`config.mk`:
```
export PLATFORM = sky130hd
export DESIGN_NAME = redmule_axi_print_monitor
export DESIGN_NICKNAME = d
export VERILOG_FILES = /design/src/rtl/redmule_tile_tb_pkg.sv /design/src/rtl/redmule_monitor_fifo.sv /design/src/rtl/redmule_axi_print_monitor.sv
export SDC_FILE = /design/constraint.sdc
export NUM_CORES = 1
export LEC_CHECK = 0
export CORE_AREA = 2 2 240 242
export DETAILED_ROUTE_END_ITERATION = 10
export DIE_AREA = 0 0 242 244
export PLACE_DENSITY = 0.81
export REMOVE_ABC_BUFFERS = 1
export SLEW_MARGIN = 20
export SYNTH_ARGS = -nofsm -noshare
export SYNTH_HDL_FRONTEND = slang
export SYNTH_SLANG_ARGS = --single-unit
```
`constraint.sdc`:
```
create_clock -name clk_i -period 10.2 [get_ports clk_i]
set_clock_uncertainty 0.2 [all_clocks]
set_input_delay 2.04 -clock clk_i [delete_from_list [all_inputs] [get_ports clk_i]]
set_output_delay 2.04 -clock clk_i [all_outputs]
set_load 0.01 [all_outputs]
```
`src/rtl/redmule_tile_tb_pkg.sv`:
```
// Shared types for the RedMulE tile bench monitors: mailbox decode kinds,
// mailbox offsets, AW-info FIFO entry and the default AXI request/response.
package redmule_tile_tb_pkg;

    localparam int unsigned DATA_W     = 64;
    localparam int unsigned CHAN_W_MAX = 8;
    localparam int unsigned LANE_W_MAX = 4;

    localparam logic [31:0] MBOX_ERR_OFF = 32'h0;
    localparam logic [31:0] MBOX_OUT_OFF = 32'h4;
    localparam logic [31:0] MBOX_EOC_OFF = 32'h8;

    typedef enum logic [1:0] {
        NONE,
        STDERR,
        STDOUT,
        EOC
    } mbox_kind_e;

    // One entry per AW handshake, decoded up front so the pairing stage only selects a lane
    typedef struct packed {
        mbox_kind_e              kind;
        logic [CHAN_W_MAX-1:0]   chan;
        logic [LANE_W_MAX-1:0]   lane;
    } aw_info_t;

    typedef struct packed {
        logic [31:0] addr;
        logic [7:0]  len;
    } axi_aw_chan_t;

    typedef struct packed {
        logic [DATA_W-1:0]   data;
        logic [DATA_W/8-1:0] strb;
        logic                last;
    } axi_w_chan_t;

    typedef struct packed {
        axi_aw_chan_t aw;
        logic         aw_valid;
        axi_w_chan_t  w;
        logic         w_valid;
        logic         b_ready;
    } axi_default_req_t;

    typedef struct packed {
        logic aw_ready;
        logic w_ready;
        logic b_valid;
    } axi_default_rsp_t;

endpackage

```
`src/rtl/redmule_monitor_fifo.sv`:
```
// Small type-parametric FIFO with registered full/empty flags; a push on a full
// FIFO is only accepted when a pop happens in the same cycle, otherwise drop_o pulses.
module redmule_monitor_fifo #(
    parameter type         T     = logic,
    parameter int unsigned Depth = 8
) (
    input  logic clk_i,
    input  logic rst_ni,
    input  logic push_i,
    input  T     data_i,
    input  logic pop_i,
    output T     data_o,
    output logic full_o,
    output logic empty_o,
    output logic drop_o
);

    localparam int unsigned AddrW = (Depth > 1) ? $clog2(Depth) : 1;

    T                 mem_q [Depth];
    logic [AddrW-1:0] wr_ptr_q;
    logic [AddrW-1:0] rd_ptr_q;
    logic [AddrW:0]   count_q;
    logic [AddrW:0]   count_d;
    logic             do_push;
    logic             do_pop;

    always_comb begin
        do_pop  = pop_i && !empty_o;
        do_push = push_i && (!full_o || do_pop);
        drop_o  = push_i && full_o && !do_pop;
        count_d = count_q;
        if (do_push && !do_pop) begin
            count_d = count_q + (AddrW+1)'(1);
        end else if (do_pop && !do_push) begin
            count_d = count_q - (AddrW+1)'(1);
        end
    end

    always_ff @(posedge clk_i or negedge rst_ni) begin
        if (!rst_ni) begin
            wr_ptr_q <= '0;
            rd_ptr_q <= '0;
            count_q  <= '0;
            full_o   <= 1'b0;
            empty_o  <= 1'b1;
        end else begin
            if (do_push) begin
                wr_ptr_q <= wr_ptr_q + AddrW'(1);
            end
            if (do_pop) begin
                rd_ptr_q <= rd_ptr_q + AddrW'(1);
            end
            count_q <= count_d;
            full_o  <= (count_d == (AddrW+1)'(Depth));
            empty_o <= (count_d == '0);
        end
    end

    // Storage carries no reset; the pointers alone define which entries are live
    always_ff @(posedge clk_i) begin
        if (do_push) begin
            mem_q[wr_ptr_q] <= data_i;
        end
    end

    assign data_o = mem_q[rd_ptr_q];

endmodule

```
`src/rtl/redmule_axi_print_monitor.sv`:
```
// Passive AXI write monitor: pairs each AW with its W burst in order and decodes
// per-channel stdout/stderr/EOC mailbox writes into registered outputs.
module redmule_axi_print_monitor
    import redmule_tile_tb_pkg::*;
#(
    parameter int unsigned NumChannels = 1,
    parameter int unsigned FifoDepth   = 8,
    parameter logic [31:0] MboxBase    = 32'h2FFF_0000,
    parameter logic [31:0] ChanStride  = 32'h10,
    parameter int unsigned DataWidth   = DATA_W,
    localparam int unsigned ChanW      = (NumChannels > 1) ? $clog2(NumChannels) : 1
) (
    input  logic                   clk_i,
    input  logic                   rst_ni,
    input  axi_default_req_t       axi_req_i,
    input  axi_default_rsp_t       axi_rsp_i,
    output logic                   char_valid_o,
    output logic [7:0]             char_o,
    output logic [ChanW-1:0]       char_chan_o,
    output logic [31:0]            errors_o,
    output logic [NumChannels-1:0] eoc_o,
    output logic                   eoc_all_o,
    output logic [31:0]            exit_code_o,
    output logic                   overflow_o
);

    localparam int unsigned NumLanes = DataWidth / 32;
    localparam int unsigned LaneW    = (NumLanes > 1) ? $clog2(NumLanes) : 1;

    logic              aw_hs;
    logic              w_hs;
    aw_info_t          aw_info;
    logic [63:0]       mbox_base;
    logic [63:0]       aw_addr_ext;

    logic              in_burst_q;
    logic [DATA_W-1:0] first_data_q;
    logic              w_push;
    logic [DATA_W-1:0] w_push_data;

    aw_info_t          aw_pop_info;
    logic [DATA_W-1:0] w_pop_data;
    logic              aw_empty;
    logic              aw_full;
    logic              aw_drop;
    logic              w_empty;
    logic              w_full;
    logic              w_drop;
    logic              pair;
    logic [31:0]       word;
    logic [32:0]       err_sum;

    assign aw_hs = axi_req_i.aw_valid && axi_rsp_i.aw_ready;
    assign w_hs  = axi_req_i.w_valid && axi_rsp_i.w_ready;

    // Exact-address decode; channels whose base leaves the 32-bit space never match
    always_comb begin
        aw_info.kind = NONE;
        aw_info.chan = '0;
        aw_info.lane = (NumLanes > 1) ? LANE_W_MAX'(axi_req_i.aw.addr[2 +: LaneW]) : '0;
        mbox_base    = '0;
        aw_addr_ext  = {32'h0, axi_req_i.aw.addr};
        for (int unsigned c = 0; c < NumChannels; c++) begin
            mbox_base = 64'(MboxBase) + 64'(c) * 64'(ChanStride);
            if (mbox_base <= 64'hFFFF_FFFF) begin
                if (aw_addr_ext == mbox_base + 64'(MBOX_ERR_OFF)) begin
                    aw_info.kind = STDERR;
                    aw_info.chan = CHAN_W_MAX'(c);
                end else if (aw_addr_ext == mbox_base + 64'(MBOX_OUT_OFF)) begin
                    aw_info.kind = STDOUT;
                    aw_info.chan = CHAN_W_MAX'(c);
                end else if (aw_addr_ext == mbox_base + 64'(MBOX_EOC_OFF)) begin
                    aw_info.kind = EOC;
                    aw_info.chan = CHAN_W_MAX'(c);
                end
            end
        end
    end

    // Only the first beat carries the mailbox value; later beats are counted but ignored
    always_comb begin
        w_push      = w_hs && axi_req_i.w.last;
        w_push_data = in_burst_q ? first_data_q : axi_req_i.w.data;
    end

    always_ff @(posedge clk_i or negedge rst_ni) begin
        if (!rst_ni) begin
            in_burst_q   <= 1'b0;
            first_data_q <= '0;
        end else if (w_hs) begin
            if (!in_burst_q && !axi_req_i.w.last) begin
                in_burst_q   <= 1'b1;
                first_data_q <= axi_req_i.w.data;
            end else if (axi_req_i.w.last) begin
                in_burst_q <= 1'b0;
            end
        end
    end

    redmule_monitor_fifo #(
        .T     (aw_info_t),
        .Depth (FifoDepth)
    ) u_aw_fifo (
        .clk_i   (clk_i),
        .rst_ni  (rst_ni),
        .push_i  (aw_hs),
        .data_i  (aw_info),
        .pop_i   (pair),
        .data_o  (aw_pop_info),
        .full_o  (aw_full),
        .empty_o (aw_empty),
        .drop_o  (aw_drop)
    );

    redmule_monitor_fifo #(
        .T     (logic [DATA_W-1:0]),
        .Depth (FifoDepth)
    ) u_w_fifo (
        .clk_i   (clk_i),
        .rst_ni  (rst_ni),
        .push_i  (w_push),
        .data_i  (w_push_data),
        .pop_i   (pair),
        .data_o  (w_pop_data),
        .full_o  (w_full),
        .empty_o (w_empty),
        .drop_o  (w_drop)
    );

    always_comb begin
        pair    = !aw_empty && !w_empty;
        word    = 32'(w_pop_data >> {aw_pop_info.lane, 5'b0});
        err_sum = {1'b0, errors_o} + {1'b0, word};
    end

    always_ff @(posedge clk_i or negedge rst_ni) begin
        if (!rst_ni) begin
            char_valid_o <= 1'b0;
            char_o       <= '0;
            char_chan_o  <= '0;
            errors_o     <= '0;
            eoc_o        <= '0;
            exit_code_o  <= '0;
            overflow_o   <= 1'b0;
        end else begin
            char_valid_o <= 1'b0;
            if (aw_drop || w_drop) begin
                overflow_o <= 1'b1;
            end
            if (pair) begin
                unique case (aw_pop_info.kind)
                    STDOUT: begin
                        if (word[7:0] != 8'h00) begin
                            char_valid_o <= 1'b1;
                            char_o       <= word[7:0];
                            char_chan_o  <= ChanW'(aw_pop_info.chan);
                        end
                    end
                    STDERR: begin
                        errors_o <= err_sum[32] ? 32'hFFFF_FFFF : err_sum[31:0];
                    end
                    EOC: begin
                        for (int unsigned c = 0; c < NumChannels; c++) begin
                            if (aw_pop_info.chan == CHAN_W_MAX'(c)) begin
                                eoc_o[c] <= 1'b1;
                            end
                        end
                        if (exit_code_o == 32'h0) begin
                            exit_code_o <= word;
                        end
                    end
                    default: begin
                    end
                endcase
            end
        end
    end

    assign eoc_all_o = &eoc_o;

    logic unused_bits;
    assign unused_bits = ^{axi_req_i.aw.len, axi_req_i.w.strb, axi_req_i.b_ready,
                           axi_rsp_i.b_valid, aw_full, w_full};

endmodule

```
==> results.toml <==
[clocking]
worstSkewPairLatency_ps = 620
path_clk_slew_ps = 60
post_cts_buffers = 0
cts_made_buffers = 70
cts_tree = "yes"
ctsRootBufferMaster = "clkbuf_16"
cts-resized-gates = 0
ctsHtreeMaxLevel = 3
clock_path_buffers = 3
cts_hold_buf = 0
clock-sinks = 700

[place]
placement.cell_area_um2 = 31700
dp_hpwl_um = 38600
globalplace.congestion = 0.854
place_inst = 2424
portBuffers = 178

[global_routing]
met3_usage_pct = 4.65
antenna_found_initial = 0
grt_pass1_vias = 16500
overflow = 0
met1_usage_pct = 29.8
grt_pass1_wl_um = 100000
grt_usage_pct = 22.6
grt_max_degree = 71
busiest_layer = "met2"
met2_usage_pct = 37.5

[job]
maxCapViolations = 0

[finish]
final_cell_mix = "536 x edfxtp_1, 177 x clkdlybuf4s50_1, 158 x dfrtp_1, 156 x mux4_2, 130 x mux2_2"
multiInputGateArea_um2 = 8550
final_common_cell = "edfxtp_1"
layout-drive-gt1-share_pct = 25.9
area_delta_synth_final_pct = 17.3
fin_cells = 2553
diodes = 0
design_area_um2 = 34100
fillCellCount = 3935
final_nets = 1902
seq_area_um2 = 20200

[hold_path]
hold_depth = 1
hp-class = "flip-flop to flip-flop"
hp-start = "exit_code_o[31]"
holdPathEnd = "exit_code_o[31]"

[die]
num_io_pins = 198
fp.dieH_um = 244
die_x_um = 242
coreArea_um2 = 56200
dieArea_um2 = 59000
rows = 87
start_util_pct = 51.8

[power]
p_sw_mw = 3.87
sw_frac_of_total_pct = 35.3
p_leak_nw = 11.8
power_mw = 10.9
p_comb_share_pct = 41.7
p_per_area_nw_per_um2 = 321
worst_ir_drop_vdd_mv = 0.204
pwr-share-clk_pct = 24.1
seqPwrFrac_pct = 34.2
intPower_mw = 7.08

[setup_path]
critPathMaxFanout = 62
critPathLaunchType = "flip-flop"
r2r_cells = 11
r2r_slack_ps = 4260
worstSetupEndpointType = "flip-flop"
critPathBufInv = 2
crit_chain = "buf_4 > mux4_2 > mux4_2 > ha_1 > nand3_1 > o41a_1 > o211ai_1 > a32oi_1 > o31ai_4 > buf_4 > o32a_1"
worstSetupPathType = "flip-flop to flip-flop"
path_delay_family = "compound AO/OA/AOI/OAI gates"
cp_slowest_stage_delay_ps = 1050
worstReg2RegStart = "u_w_fifo.rd_ptr_q[2]"
worstPathArrival_ps = 6270
critical_path_required_ps = 10530
crit_slowest_cell = "dfrtp_4"
r2r-end = "errors_o[14]"

[drt]
avgViaCountPerCell = 6.15
vias = 15700
routed_wl_um = 66000
dr.pass1.iters = 5
wl_per_cell_um = 25.8
drc = 0
drt-initial-drc-count = 1616
ant_nets = 0

[synth]
ys_ff_latch = 700
netlist_area_um2 = 29100
async_flop_share_pct = 23.4
syn_avg_cell_area_um2 = 18.9
syn_inst = 1542
synth_cell_type_count = 63
synth_edf_count = 536
synth_flop_cell = "edfxtp_1"
yosys_warnings = 0
yosysSeqAreaShare_pct = 69.5

[sta]
relSlewSlack_pct = 23.4
rsz0062_at_grt = "false"
fin_tns_setup_ps = 0
slew_viol_final = 0
fmax_mhz = 168
hold_viol_final = 0
whs_ps = 285
setup_viol = 0
finalCritPeriodShare_pct = 58.2
worst_slew_pin_slew_ps = 1150
post-route-min-period_ps = 5940

[outcome]
status = "complete, no violations"
-- worst max-delay path by stage --
stage / start / to / cells past startpoint
floorplan: u_w_fifo.rd_ptr_q[0] / errors_o[14] / 12
global placement: axi_req_i[2] / u_w_fifo.mem_q[7][19] / 6
detailed placement: axi_req_i[2] / u_w_fifo.mem_q[7][18] / 6
CTS: u_w_fifo.rd_ptr_q[0] / errors_o[14] / 15
global route: u_w_fifo.rd_ptr_q[0] / errors_o[14] / 14
finish: u_w_fifo.rd_ptr_q[2] / errors_o[14] / 11
-- flip-flops by register name (all words and copies together) (netlist names), 4 cells and up --
signal and cells:
first_data_q 64, u_w_fifo.mem_q 512, u_aw_fifo.mem_q 24, u_aw_fifo.count_q 4, u_w_fifo.count_q 4, char_o 8, errors_o 32, exit_code_o 32
-- synth_stat cells (4+ instances only) --
cell	instances	area, um^2
buf_4	7	52.6
mux2_4	8	120
nor4_1	16	100
a211oi_2	5	62.6
o31ai_1	4	30.0
o22a_1	29	254
mux2i_1	10	100
mux4_2	156	3510
clkbuf_1	43	161
nand3_1	14	70.1
o21ai_0	19	95.1
o21bai_1	4	30.0
buf_2	12	60.1
nand4_1	8	50.1
buf_6	4	45.0
nand2_1	40	150
nor2_1	37	139
a21oi_1	33	165
ha_1	40	500
a211oi_1	13	97.6
mux2_2	130	1460
nor2b_1	11	68.8
xnor2_1	27	236
and2_1	4	25.0
xor2_1	12	105
a31oi_1	5	31.3
nor4b_1	6	52.6
nor3_1	11	55.1
dfrtp_1	162	4050
a21o_1	52	390
edfxtp_1	536	16100
a21oi_2	5	43.8
nand2b_1	8	50.1
buf_1	8	30.0
inv_1	14	52.6
-- cell families (layout without fill, tap and decap cells) --
logic type	after synthesis	count (layout)	synth area share, %
xor+xnor	39	39	1.18
buf+inv	88	343	1.38
other cells	1	1	0.0129
flops	700	700	69.5
compound gates	197	197	5.00
simple gates	169	169	3.01
mux	307	307	18.1
fa+ha+maj	41	41	1.79
-- layout make-up --
type,count,area share [%]
Sequential cell,700,59.3
Timing Repair Buffer,200,5.75
Multi-Input combinational cell,754,25.1
Inverter,14,0.154
Clock buffer,97,5.97
Tap cell,756,2.77
Clock inverter,32,1.05
-- worst reg2reg max path: cells and delay by family (launching register included) --
family / cells / cell delay, ps
muxes: 2 / 1080
buffers and inverters: 2 / 1210
DFF: 1 / 1050
adders and majority gates: 1 / 420
and+or+nand+nor: 1 / 160
AOI/OAI and AO/OA: 5 / 1740
-- metrics by stage --
step	util, %	setup WS, ps
after detailed placement	56.5	4210
final	60.7	4260
after CTS	60.7	4220
after global routing	60.7	3910
after floorplan	-	56.3
after global placement	56.5	4350
-- power by group through the flow --
stage	sequential, mW	combinational [mW]	clock [mW]
2_1_floorplan	3.90	3.22	0
3_3_place_gp	3.78	4.32	0
3_5_place_dp	3.80	4.45	0
4_1_cts	3.75	4.51	2.68
5_1_grt	3.78	4.90	2.79
6_report	3.75	4.56	2.64
-- routing by layer --
metal  share of wire [%]  vias up
li1                    -     6637
met1                  39     8209
met2                  49      734
met3                 8.7      122
met4                 2.9        0
met5                   0        -
(Power assumes the default switching activity.)
